## src/rtl/snake_pkg.sv

```systemverilog
// Shared definitions for the snake game datapath.
// Holds playfield defaults, coordinate widths, the food-placer state
// encoding and the playfield range check reused by other blocks.
package snake_pkg;

    localparam int unsigned X_W       = 6;
    localparam int unsigned Y_W       = 5;
    localparam int unsigned X_MAX_DEF = 38;
    localparam int unsigned Y_MAX_DEF = 28;
    localparam int unsigned TRY_W     = 8;

    typedef enum logic [1:0] {
        ST_IDLE,
        ST_SAMPLE,
        ST_LOOKUP,
        ST_DECIDE
    } placer_state_e;

    // Legal cells are 1..x_max by 1..y_max; row/column 0 is the wall.
    function automatic logic coord_in_range(
        input logic [X_W-1:0] x,
        input logic [Y_W-1:0] y,
        input int unsigned    x_max,
        input int unsigned    y_max
    );
        return (x != '0) && (32'(x) <= x_max) &&
               (y != '0) && (32'(y) <= y_max);
    endfunction

endpackage

```

## src/rtl/food_placer.sv

```systemverilog
// Food placer: on request, samples random (x, y) candidates, rejects
// off-field ones, queries snake occupancy for the rest and publishes the
// first free cell, or gives up after MAX_TRIES candidates.
// Ports:
//   clk, reset        clock, asynchronous active-low reset
//   rand_x, rand_y    free-running random candidate
//   place_req         one-cycle placement request
//   food_clear        drop food and abort any search
//   occ_req/x/y       occupancy query (registered)
//   occ_hit           occupancy answer, one cycle after occ_req
//   food_x/y/valid    current food position
//   busy              search in progress
//   place_done/fail   one-cycle result pulses
module food_placer
    import snake_pkg::*;
#(
    parameter int unsigned X_MAX     = X_MAX_DEF,
    parameter int unsigned Y_MAX     = Y_MAX_DEF,
    parameter int unsigned MAX_TRIES = 16
) (
    input  logic           clk,
    input  logic           reset,
    input  logic [X_W-1:0] rand_x,
    input  logic [Y_W-1:0] rand_y,
    input  logic           place_req,
    input  logic           food_clear,
    output logic           occ_req,
    output logic [X_W-1:0] occ_x,
    output logic [Y_W-1:0] occ_y,
    input  logic           occ_hit,
    output logic [X_W-1:0] food_x,
    output logic [Y_W-1:0] food_y,
    output logic           food_valid,
    output logic           busy,
    output logic           place_done,
    output logic           place_fail
);

    localparam logic [TRY_W-1:0] TRY_LIMIT = TRY_W'(MAX_TRIES);

    placer_state_e    r_state,      w_state_nxt;
    logic [TRY_W-1:0] r_tries,      w_tries_nxt;
    logic [X_W-1:0]   r_cand_x,     w_cand_x_nxt;
    logic [Y_W-1:0]   r_cand_y,     w_cand_y_nxt;
    logic [X_W-1:0]   r_food_x,     w_food_x_nxt;
    logic [Y_W-1:0]   r_food_y,     w_food_y_nxt;
    logic             r_food_valid, w_food_valid_nxt;
    logic             r_busy,       w_busy_nxt;
    logic             r_done,       w_done_nxt;
    logic             r_fail,       w_fail_nxt;
    logic             r_occ_req,    w_occ_req_nxt;

    logic [TRY_W-1:0] w_tries_inc;
    logic             w_in_range;

    // Try counter saturates at the budget instead of wrapping.
    assign w_tries_inc = (r_tries >= TRY_LIMIT) ? TRY_LIMIT : r_tries + TRY_W'(1);
    assign w_in_range  = coord_in_range(rand_x, rand_y, X_MAX, Y_MAX);

    // Next-state and next-output logic.
    always_comb begin
        w_state_nxt      = r_state;
        w_tries_nxt      = r_tries;
        w_cand_x_nxt     = r_cand_x;
        w_cand_y_nxt     = r_cand_y;
        w_food_x_nxt     = r_food_x;
        w_food_y_nxt     = r_food_y;
        w_food_valid_nxt = r_food_valid;
        w_done_nxt       = 1'b0;
        w_fail_nxt       = 1'b0;

        if (food_clear) begin
            // Clear wins over a new request and over a same-cycle success.
            w_state_nxt      = ST_IDLE;
            w_food_valid_nxt = 1'b0;
        end else begin
            unique case (r_state)
                ST_IDLE: begin
                    if (place_req) begin
                        w_tries_nxt = '0;
                        w_state_nxt = ST_SAMPLE;
                    end
                end
                ST_SAMPLE: begin
                    w_cand_x_nxt = rand_x;
                    w_cand_y_nxt = rand_y;
                    w_tries_nxt  = w_tries_inc;
                    if (w_in_range) begin
                        w_state_nxt = ST_LOOKUP;
                    end else if (w_tries_inc < TRY_LIMIT) begin
                        w_state_nxt = ST_SAMPLE;
                    end else begin
                        w_fail_nxt  = 1'b1;
                        w_state_nxt = ST_IDLE;
                    end
                end
                ST_LOOKUP: begin
                    w_state_nxt = ST_DECIDE;
                end
                ST_DECIDE: begin
                    if (!occ_hit) begin
                        w_food_x_nxt     = r_cand_x;
                        w_food_y_nxt     = r_cand_y;
                        w_food_valid_nxt = 1'b1;
                        w_done_nxt       = 1'b1;
                        w_state_nxt      = ST_IDLE;
                    end else if (r_tries < TRY_LIMIT) begin
                        w_state_nxt = ST_SAMPLE;
                    end else begin
                        w_fail_nxt  = 1'b1;
                        w_state_nxt = ST_IDLE;
                    end
                end
                default: begin
                    w_state_nxt = ST_IDLE;
                end
            endcase
        end

        // Status outputs follow the state being entered so they are registered.
        w_busy_nxt    = (w_state_nxt != ST_IDLE);
        w_occ_req_nxt = (w_state_nxt == ST_LOOKUP);
    end

    // State and output registers.
    always_ff @(posedge clk or negedge reset) begin
        if (!reset) begin
            r_state      <= ST_IDLE;
            r_tries      <= '0;
            r_cand_x     <= '0;
            r_cand_y     <= '0;
            r_food_x     <= '0;
            r_food_y     <= '0;
            r_food_valid <= 1'b0;
            r_busy       <= 1'b0;
            r_done       <= 1'b0;
            r_fail       <= 1'b0;
            r_occ_req    <= 1'b0;
        end else begin
            r_state      <= w_state_nxt;
            r_tries      <= w_tries_nxt;
            r_cand_x     <= w_cand_x_nxt;
            r_cand_y     <= w_cand_y_nxt;
            r_food_x     <= w_food_x_nxt;
            r_food_y     <= w_food_y_nxt;
            r_food_valid <= w_food_valid_nxt;
            r_busy       <= w_busy_nxt;
            r_done       <= w_done_nxt;
            r_fail       <= w_fail_nxt;
            r_occ_req    <= w_occ_req_nxt;
        end
    end

    // The candidate register doubles as the query address.
    assign occ_req    = r_occ_req;
    assign occ_x      = r_cand_x;
    assign occ_y      = r_cand_y;
    assign food_x     = r_food_x;
    assign food_y     = r_food_y;
    assign food_valid = r_food_valid;
    assign busy       = r_busy;
    assign place_done = r_done;
    assign place_fail = r_fail;

endmodule
```

## config.mk

```make
export PLATFORM = sky130hd
export DESIGN_NAME = food_placer
export DESIGN_NICKNAME = d
export VERILOG_FILES = /design/src/rtl/snake_pkg.sv /design/src/rtl/food_placer.sv
export SDC_FILE = /design/constraint.sdc
export NUM_CORES = 1
export LEC_CHECK = 0
export ABC_AREA = 1
export CAP_MARGIN = 20
export CORE_MARGIN = 3
export CORE_UTILIZATION = 42
export CTS_CLUSTER_DIAMETER = 40
export DETAILED_ROUTE_END_ITERATION = 10
export PLACE_DENSITY = 0.76
export REMOVE_ABC_BUFFERS = 1
export SLEW_MARGIN = 5
export SYNTH_ARGS = -nofsm -noshare
export SYNTH_HDL_FRONTEND = slang
export SYNTH_SLANG_ARGS = --single-unit
```

## constraint.sdc

```tcl
create_clock -name clk -period 1.3 [get_ports clk]
set_input_delay 0.26 -clock clk [delete_from_list [all_inputs] [get_ports clk]]
set_output_delay 0.26 -clock clk [all_outputs]
set_load 0.01 [all_outputs]
```

==> results of run 1 <==
worst paths after layout:
kind	end	slack [ns]	cells past startpoint	from
setup / recovery	occ_req	0.04	9	r_tries[1]
hold / removal	food_x[5]	0.33	2	reset
setup reg to reg	occ_req	0.04	9	r_tries[1]
hold reg to reg	food_y[0]	0.47	2	food_y[0]
max in group asynchronous	r_state[1]	0.76	2	reset
min in group clk	food_y[0]	0.47	2	food_y[0]
cells by family (layout without fill, tap and decap cells):
| kind of cell | Yosys count | in the layout |
|---|---|---|
| AOI/OAI and AO/OA | 19 | 19 |
| xor gates and xnor gates | 1 | 1 |
| adders and majority gates | 2 | 2 |
| buffers and inverters | 25 | 90 |
| DFF | 37 | 37 |
| muxes | 5 | 5 |
| and+or+nand+nor | 83 | 83 |
metal layers:
layer	global-route usage, %	vias up	wire length, µm
met5	0	-	0
met1	21.37	628	1461
li1	-	659	-
met4	7.595	0	45
met3	3.661	6	123
met2	29.33	26	1816
power by group:
part	total (mW)	leakage [nW]	switching, mW	internal, mW
combinational	1.06	0.695	0.534	0.529
sequential	1.59	0.473	0.156	1.43
clock	0.800	0.0443	0.380	0.420
worst reg2reg max path: stages, from the launching register on:
cell,delay [ns]
dfrtp_1,0.38
ha_2,0.20
nand2_2,0.07
nor2_2,0.04
nor2_2,0.12
nor2_2,0.07
nor2_1,0.08
nand2_1,0.10
inv_2,0.07
nor2_2,0.03
sequential cells by signal, summed over array words and instances, names as in the netlist, 2 cells and up:
name,flops
food_x,6
food_y,5
occ_x,6
occ_y,5
r_state,2
r_tries,8
layout make-up:
type | instances | area [µm²] | area share, %
flip-flops and latches | 37 | 927.1 | 40.71
multi-input cells | 110 | 580.6 | 25.49
repair buffers | 60 | 534.3 | 23.46
inverters | 23 | 91.34 | 4.011
clock buffers | 7 | 86.33 | 3.791
well taps | 46 | 57.56 | 2.527
layout by cell type, fill, tap and decap left out, drive strengths merged:
cell	n
ha	2
nand2	48
nand3	8
mux2	5
inv	23
dfrtp	37
o21ai	9
nand4	1
clkbuf	7
a21oi	9
clkdlybuf4s50	15
nor2	25
xor2	1
dlygate4sd2	27
o22ai	1
or2	1
buf	18
what timing repair did:
action / CTS / global route
buffers inserted: 1 / 0
setup endpoints to repair: 28 / 21
gates resized for setup: 28 / 14
pin swaps: 1 / 9
==> results.yml, run 1 <==
outcome:
  status: "complete, no violations"
detailed_routing:
  drc: 0
  vias: 1319
  viasPerCell: 4.661
  wirelength_um: 3447
  wire_per_inst_um: 12.18
  postRouteAntennaNets: 0
  drtIter0Drc: 65
  dr.pass1.iters: 4
worst_setup_path:
  cp_max_fo: 2
  critPathMostFrequentCell: "nor2_2"
  worstPathBufferInverterCount: 1
  crit_path_cell_trace: "ha_2 -> nand2_2 -> nor2_2 -> nor2_2 -> nor2_2 -> nor2_1 -> nand2_1 -> inv_2 -> nor2_2"
  worstPathArrival_ns: 1.45
  max_stage_delay_ns: 0.38
  cp-end-kind: "flip-flop"
  required_ns: 1.48
  path_delay_family: "simple AND/OR/NAND/NOR gates"
  timing_worst_setup_path_type: "reg2reg"
  slowest_stage: "dfrtp_1"
  crit_path_start_kind: "flip-flop"
clock_tree:
  cts_num_sinks: 37
  cts_htree_levels: 2
  cts_hold_buf: 0
  cts_tree: "yes"
  clock_path_buffers: 2
  clock-root-buffer: "clkbuf_8"
  cts_buffers: 5
  clkLatencyLatePin_ns: 0.29
  clkTransAtPathRegs_ns: 0.07
yosys:
  synthFlopType: "dfrtp_1"
  ys_seq_area_share_pct: 58.45
  ys_types: 19
  synth_top_cell_area_share_pct: 58.45
  synth-simple-area-share_pct: 22.27
  synth_top_family_by_area: "simple AND/OR/NAND/NOR gates"
  synth_area_leaders: "dfrtp_1 (58%), nand2_1 (11%), nor2_1 (5.7%), inv_1 (5.2%), mux2_2 (3.6%)"
  synthAdderAreaFrac_pct: 1.580
  yosysWarnings: 0
  synth_compound_area_share_pct: 6.793
  syn_inst: 172
  synth_edf_count: 0
  async_flop_share_pct: 100.0
  synth_mux_area_share_pct: 3.555
  synthXorXnorAreaFrac_pct: 0.5529
  yosysTopAreaCell: "dfrtp_1"
  syn_avg_cell_area_um2: 9.209
  synth-seq-cells: 37
  ys_top_cells_by_count: "nand2_1 (47), dfrtp_1 (37), nor2_1 (24)"
  syn-cell-area_mm2: 0.001584
  synth_most_common_cell: "nand2_1"
global_routing:
  grt_pass1_wl_um: 5837
  grt_max_degree: 38
  grt_overflow: 0
  antenna_found_initial: 0
  grt_use_total_pct: 17.36
  grt_pass1_vias: 1296
placement:
  post-dp-hpwl_um: 2537
  gp_congestion: 0.7966
  numPortBuffers: 42
  preCtsSetupSlack_ns: -0.1972
  placed_cells: 275
  placed_area_mm2: 0.002183
pwr:
  ir_worst_vdd_mv: 0.8409
  power.density_mw_per_mm2: 1517
  p_total_mw: 3.455
  leakagePower_nw: 1.212
final_layout:
  drive_gt1_share_pct: 21.10
  layout.nets: 255
  design_area_mm2: 0.002277
  final_core_util_pct: 65.16
  final_cells: 283
  num-fill-cells: 301
  areaGrowthSynthToFinish_pct: 43.76
  antennaDiodeCount: 0
sta:
  max-slew-margin-rel_pct: 87.13
  worst_slack_ns: 0.03683
  finalSetupViolCount: 0
  maxSlewViolCount: 0
  final.setup.tns_ns: 0
  rsz0062_at_grt: "yes"
  clock_skew_ns: 0.006394
  hold_slack_ns: 0.3305
  max_freq_mhz: 791.7
  hold_viol: 0
  tightest_slew_ns: 0.1910
  min_period_ns: 1.263
  fin_crit_sh_pct: 97.17
floorplan:
  num_rows: 21
  start_util_pct: 45.33
  die_x_um: 67.41
  dieArea_mm2: 0.004544
  die_h_um: 67.41
  ios: 43
  core_area_mm2: 0.003495
min_path:
  hp-class: "in2async"
job:
  maxCapViolCount: 0
Note: power is estimated with default switching activity, not from simulation.
==> run 2: changes to the inputs <==
--- a/config.mk
+++ b/config.mk
@@ -17,3 +17,4 @@
 export SYNTH_ARGS = -nofsm -noshare
 export SYNTH_HDL_FRONTEND = slang
 export SYNTH_SLANG_ARGS = --single-unit
+export TNS_END_PERCENT = 1
==> run 2 against run 1 <==
Clock power barely moved. Power about the same. Critical endpoint unchanged. Largest power group unchanged. Die area unchanged. Clock skew fell by 0.00072 ns. Sequential share of layout area rose by 0.29 points. Via count decreased by 1.1%. Core utilization fell by 0.47 points. Flip-flop and latch count did not move. Register-to-register slack got worse by 0.02 ns. Design area shrank 0.71%. Fmax decreased by 1.4%. Worst setup slack lost 0.017 ns.
==> results.yml, run 2 (same netlist as run 1, synthesis figures left out) <==
final_layout:
  drive_gt1_share_pct: 19.07
  largest_reg_flops: 8
  design_area_mm2: 0.002261
  final_cells: 282
  final_common_cell: "nand2_1"
  top_register: "r_tries"
  num-fill-cells: 307
  areaGrowthSynthToFinish_pct: 42.73
  antennaDiodeCount: 0
  final_core_util_pct: 64.70
  layout_common_cells: "nand2_1 (45), dfrtp_1 (36), dlygate4sd2_1 (27)"
  layout.nets: 254
worst_setup_path:
  max_stage_delay_ns: 0.38
  critPathMostFrequentCell: "nor2_1"
  cp-endpoint: "occ_req"
  r2r_start: "r_tries[1]"
  required_ns: 1.48
  critical_path_depth: 9
  cp_max_fo: 2
  rrSetupSlack_ns: 0.02
  timing_worst_setup_path_type: "reg2reg"
  cp-end-kind: "flip-flop"
  r2r-end: "occ_req"
  worstPathArrival_ns: 1.46
  path_delay_family: "simple AND/OR/NAND/NOR gates"
  worstPathBufferInverterCount: 1
  critPathLaunch: "r_tries[1]"
  crit_path_start_kind: "flip-flop"
  reg2reg_depth: 9
  slowest_stage: "dfrtp_1"
  crit_path_cell_trace: "ha_2 -> nand2_2 -> nor2_2 -> nor2_1 -> nor2_1 -> nor2_1 -> nand2_1 -> inv_2 -> nor2_2"
detailed_routing:
  drtIter0Drc: 59
  dr.pass1.iters: 4
  postRouteAntennaNets: 0
  wire_per_inst_um: 11.99
  wirelength_um: 3381
  vias: 1304
  viasPerCell: 4.624
  drc: 0
sta:
  hold_viol: 0
  fin_crit_sh_pct: 98.50
  tightest_slew_ns: 0.1911
  max_freq_mhz: 780.9
  maxSlewViolCount: 0
  finalSetupViolCount: 0
  rsz0062_at_grt: "yes"
  clock_skew_ns: 0.005678
  max-slew-margin-rel_pct: 87.12
  hold_slack_ns: 0.3314
  min_period_ns: 1.281
placement:
  placed_cells: 275
  post-dp-hpwl_um: 2537
  placed_area_mm2: 0.002183
  numPortBuffers: 42
  gp_congestion: 0.7966
pwr:
  power.density_mw_per_mm2: 1527
  leakagePower_nw: 1.207
  ir_worst_vdd_mv: 0.8095
  power_frac_clock_pct: 23.2
  p_sw_share_pct: 30.96
  pwr-share-seq_pct: 46.1
  p_total_mw: 3.453
  comb_power_share_pct: 30.7
  p_int_mw: 2.384
  switchingPower_mw: 1.069
floorplan:
  ios: 43
  dieArea_mm2: 0.004544
  core_area_mm2: 0.003495
  num_rows: 21
  start_util_pct: 45.33
  die_x_um: 67.41
  die_h_um: 67.41
clock_tree:
  clkLatencyLatePin_ns: 0.29
  cts_buffers: 5
  clock-root-buffer: "clkbuf_8"
  cts_tree: "yes"
  clock_path_buffers: 2
  cts_num_sinks: 37
  cts_hold_buf: 0
  cts_htree_levels: 2
  clkTransAtPathRegs_ns: 0.07
global_routing:
  grt_use_total_pct: 17.29
  antenna_found_initial: 0
  grt_overflow: 0
  grt_pass1_wl_um: 5809
  grt_pass1_vias: 1284
  grt_max_degree: 38
min_path:
  hp-class: "in2async"
job:
  maxCapViolCount: 0
outcome:
  status: "complete, no violations"
-- run 2: timing repair --
action	4_1_cts	5_1_grt
setup endpoints to repair	28	21
pin swaps	1	8
resized for setup	28	10
setup buffers	0	0
-- run 2: per-stage QoR --
stage	setup slack, ns	TNS (ns)
CTS	0.01298	0
global placement	-0.1641	-4.008
detailed placement	-0.1972	-4.656
finish	0.01949	0
floorplan	0.05625	0
global route	-0.09178	-0.2559
-- run 2: layer usage --
metal	track usage [%]	wire [µm]	part of all wire (%)	vias up
li1	-	-	-	659
met1	21.37	1460	43	611
met2	29.08	1746	52	28
met3	3.661	128	3.8	6
met4	7.595	45	1.3	0
met5	0	0	0	-
-- run 2: how the worst min path moves through the flow --
| stage | from | end | slack, ns | cells past startpoint |
|---|---|---|---|---|
| 5_1_grt | reset | r_tries[3] | 0.38 | 2 |
| 2_1_floorplan | reset | busy | -0.04 | 0 |
| 6_report | reset | food_x[5] | 0.33 | 2 |
| 4_1_cts | reset | food_x[5] | 0.35 | 2 |
| 3_3_place_gp | food_y[2] | food_y[2] | 0.45 | 2 |
| 3_5_place_dp | food_y[0] | food_y[0] | 0.46 | 2 |
-- run 2: final cells by class --
type	count	area (µm²)	share of cell area [%]
clock buffers	7	86.33	3.818
multi-input cells	110	571.8	25.29
well taps	46	57.56	2.546
inverters	23	91.34	4.040
flip-flops and latches	37	927.1	41.01
repair buffers	59	526.8	23.30
-- run 2: power groups by stage --
stage	clock (mW)	sequential, mW	combinational [mW]
after CTS	0.813	1.59	1.07
final	0.801	1.59	1.06
after global placement	0	1.61	1.21
after floorplan	0	1.74	0.354
after global routing	0.862	1.63	1.17
after detailed placement	0	1.62	1.24
==> run 3: changes to the inputs <==
--- a/config.mk
+++ b/config.mk
@@ -8,10 +8,11 @@
 export ABC_AREA = 1
 export CAP_MARGIN = 20
 export CORE_MARGIN = 3
-export CORE_UTILIZATION = 42
+export CORE_UTILIZATION = 55
 export CTS_CLUSTER_DIAMETER = 40
 export DETAILED_ROUTE_END_ITERATION = 10
-export PLACE_DENSITY = 0.76
+export DONT_BUFFER_PORTS = 1
+export PLACE_DENSITY = 0.75
 export REMOVE_ABC_BUFFERS = 1
 export SLEW_MARGIN = 5
 export SYNTH_ARGS = -nofsm -noshare
==> constraint.sdc (replaced) <==
create_clock -name clk -period 1.3 [get_ports clk]
set_input_delay 0.26 -clock clk [delete_from_list [all_inputs] [get_ports clk]]
set_output_delay 0.26 -clock clk [all_outputs]
set_load 0.02 [all_outputs]
==> run 3 against run 2 <==
Clock power is 1% higher. Core utilization is 3.4 points higher. Highest routed layer unchanged. Routed wire length is 11% lower. Count of clock-buffer cells in the layout is 2 lower. Worst setup slack improved by 0.023 ns. Largest cell class unchanged. Power fell by 5.0%. Sequential share of layout area up 11 points. Register-to-register slack better by 0.02 ns.
==> results.yml, run 3 (same netlist as run 1, synthesis figures left out) <==
worst_setup_path:
  critical_path_depth: 6
  critPathLaunch: "r_state[1]"
  worstPathArrival_ns: 1.50
  r2r_start: "r_state[1]"
  slowest_stage: "dfrtp_2"
  cp-end-kind: "flip-flop"
  worstPathBufferInverterCount: 1
  timing_worst_setup_path_type: "reg2reg"
  critPathMostFrequentCell: "nand2_1"
  path_delay_family: "simple AND/OR/NAND/NOR gates"
  rrSetupSlack_ns: 0.04
  r2r-end: "food_x[2]"
  cp-endpoint: "food_x[2]"
  max_stage_delay_ns: 0.45
  crit_path_start_kind: "flip-flop"
  cp_max_fo: 17
  reg2reg_depth: 6
  crit_path_cell_trace: "nand2_1 -> or2_4 -> nor2_8 -> inv_4 -> nand2_1 -> o21ai_0"
  required_ns: 1.54
final_layout:
  drive_gt1_share_pct: 19.02
  num-fill-cells: 210
  layout.nets: 201
  largest_reg_flops: 8
  final_core_util_pct: 68.06
  final_common_cell: "nand2_1"
  antennaDiodeCount: 0
  seq_area_um2: 927.1
  top_register: "r_tries"
  layout_common_cells: "nand2_1 (45), dfrtp_1 (36), inv_1 (21)"
  multi_input_area_um2: 578.1
  areaGrowthSynthToFinish_pct: 12.24
placement:
  gp_congestion: 0.7782
  numPortBuffers: 0
  post-dp-hpwl_um: 2073
global_routing:
  grt_max_degree: 38
  antenna_found_initial: 0
  grt_overflow: 0
  grt_use_total_pct: 19.81
  grt_pass1_wl_um: 5099
  grt_pass1_vias: 1210
pwr:
  ir_worst_vdd_mv: 1.352
  power_frac_clock_pct: 24.7
  leakagePower_nw: 0.9205
  switchingPower_mw: 1.215
  power.density_mw_per_mm2: 1845
  comb_power_share_pct: 15.6
  pwr-share-seq_pct: 59.7
  p_total_mw: 3.280
  p_sw_share_pct: 37.05
  p_int_mw: 2.065
sta:
  finalSetupViolCount: 0
  hold_slack_ns: 0.04608
  tightest_slew_ns: 0.2698
  fin_crit_sh_pct: 96.74
  min_period_ns: 1.258
  hold_viol: 0
  max_freq_mhz: 795.2
  rsz0062_at_grt: "yes"
  max-slew-margin-rel_pct: 82.01
  maxSlewViolCount: 0
  clock_skew_ns: 0.01511
floorplan:
  core_area_mm2: 0.002613
  start_util_pct: 60.63
  die_h_um: 59.67
  dieArea_mm2: 0.003560
  ios: 43
  num_rows: 18
  die_x_um: 59.67
clock_tree:
  clkTransAtPathRegs_ns: 0.12
  clkLatencyLatePin_ns: 0.35
  clock-root-buffer: "clkbuf_4"
  cts_htree_levels: 2
  clock_path_buffers: 2
  cts_num_sinks: 37
  cts_tree: "yes"
  cts_buffers: 5
detailed_routing:
  vias: 1161
  drc: 0
  wire_per_inst_um: 14.06
  viasPerCell: 5.425
  drtIter0Drc: 54
  dr.pass1.iters: 4
  wirelength_um: 3009
  postRouteAntennaNets: 0
min_path:
  hp-class: "in2reg"
outcome:
  status: "complete, no violations"
job:
  maxCapViolCount: 0
## run 3: how the worst min path moves through the flow
stage / start / to / cells past startpoint
finish: rand_x[0] / occ_x[0] / 1
global route: rand_x[1] / occ_x[1] / 1
CTS: rand_x[0] / occ_x[0] / 1
detailed placement: reset / food_x[0] / 0
global placement: reset / place_done / 0
floorplan: reset / busy / 0
## run 3: layer usage
layer / global-route usage (%) / vias up / part of all wire [%]
met5: 0 / - / 0
met4: 11.08 / 0 / 2.4
met3: 8.207 / 8 / 10
met2: 32.72 / 46 / 47
met1: 21.25 / 552 / 40
li1: - / 555 / -
## run 3: through the flow
stage	setup WS [ns]	area (µm²)	TNS, ns	instances
2_1_floorplan	0.05625	1565	0	170
3_3_place_gp	0.01847	1625	0	203
3_5_place_dp	-0.01326	1625	-0.04863	203
4_1_cts	0.02773	1754	0	214
5_1_grt	-0.02904	1778	-0.1183	214
6_report	0.04238	1778	0	214
## run 3: power by group through the flow
stage	registers [mW]	clock network (mW)	logic (mW)
floorplan	1.93	0	0.353
global placement	1.97	0	0.436
detailed placement	1.98	0	0.462
CTS	1.96	0.827	0.501
global route	2.00	0.876	0.599
finish	1.96	0.809	0.511
## run 3: area by class of cell
cell class              count  share of cell area [%]
flip-flops and latches     37                   52.15
clock inverters             3                   2.604
clock buffers               5                   2.111
repair buffers              6                   3.519
multi-input cells         110                   32.51
inverters                  23                   4.996
well taps                  30                   2.111
## run 3: timing repair
item	in CTS	in global routing
setup buffers	0	0
resized for setup	2	10
endpoints found under the setup margin	7	18
hold endpoints to repair	38	0
hold buffers	3	0
pin swaps	1	6
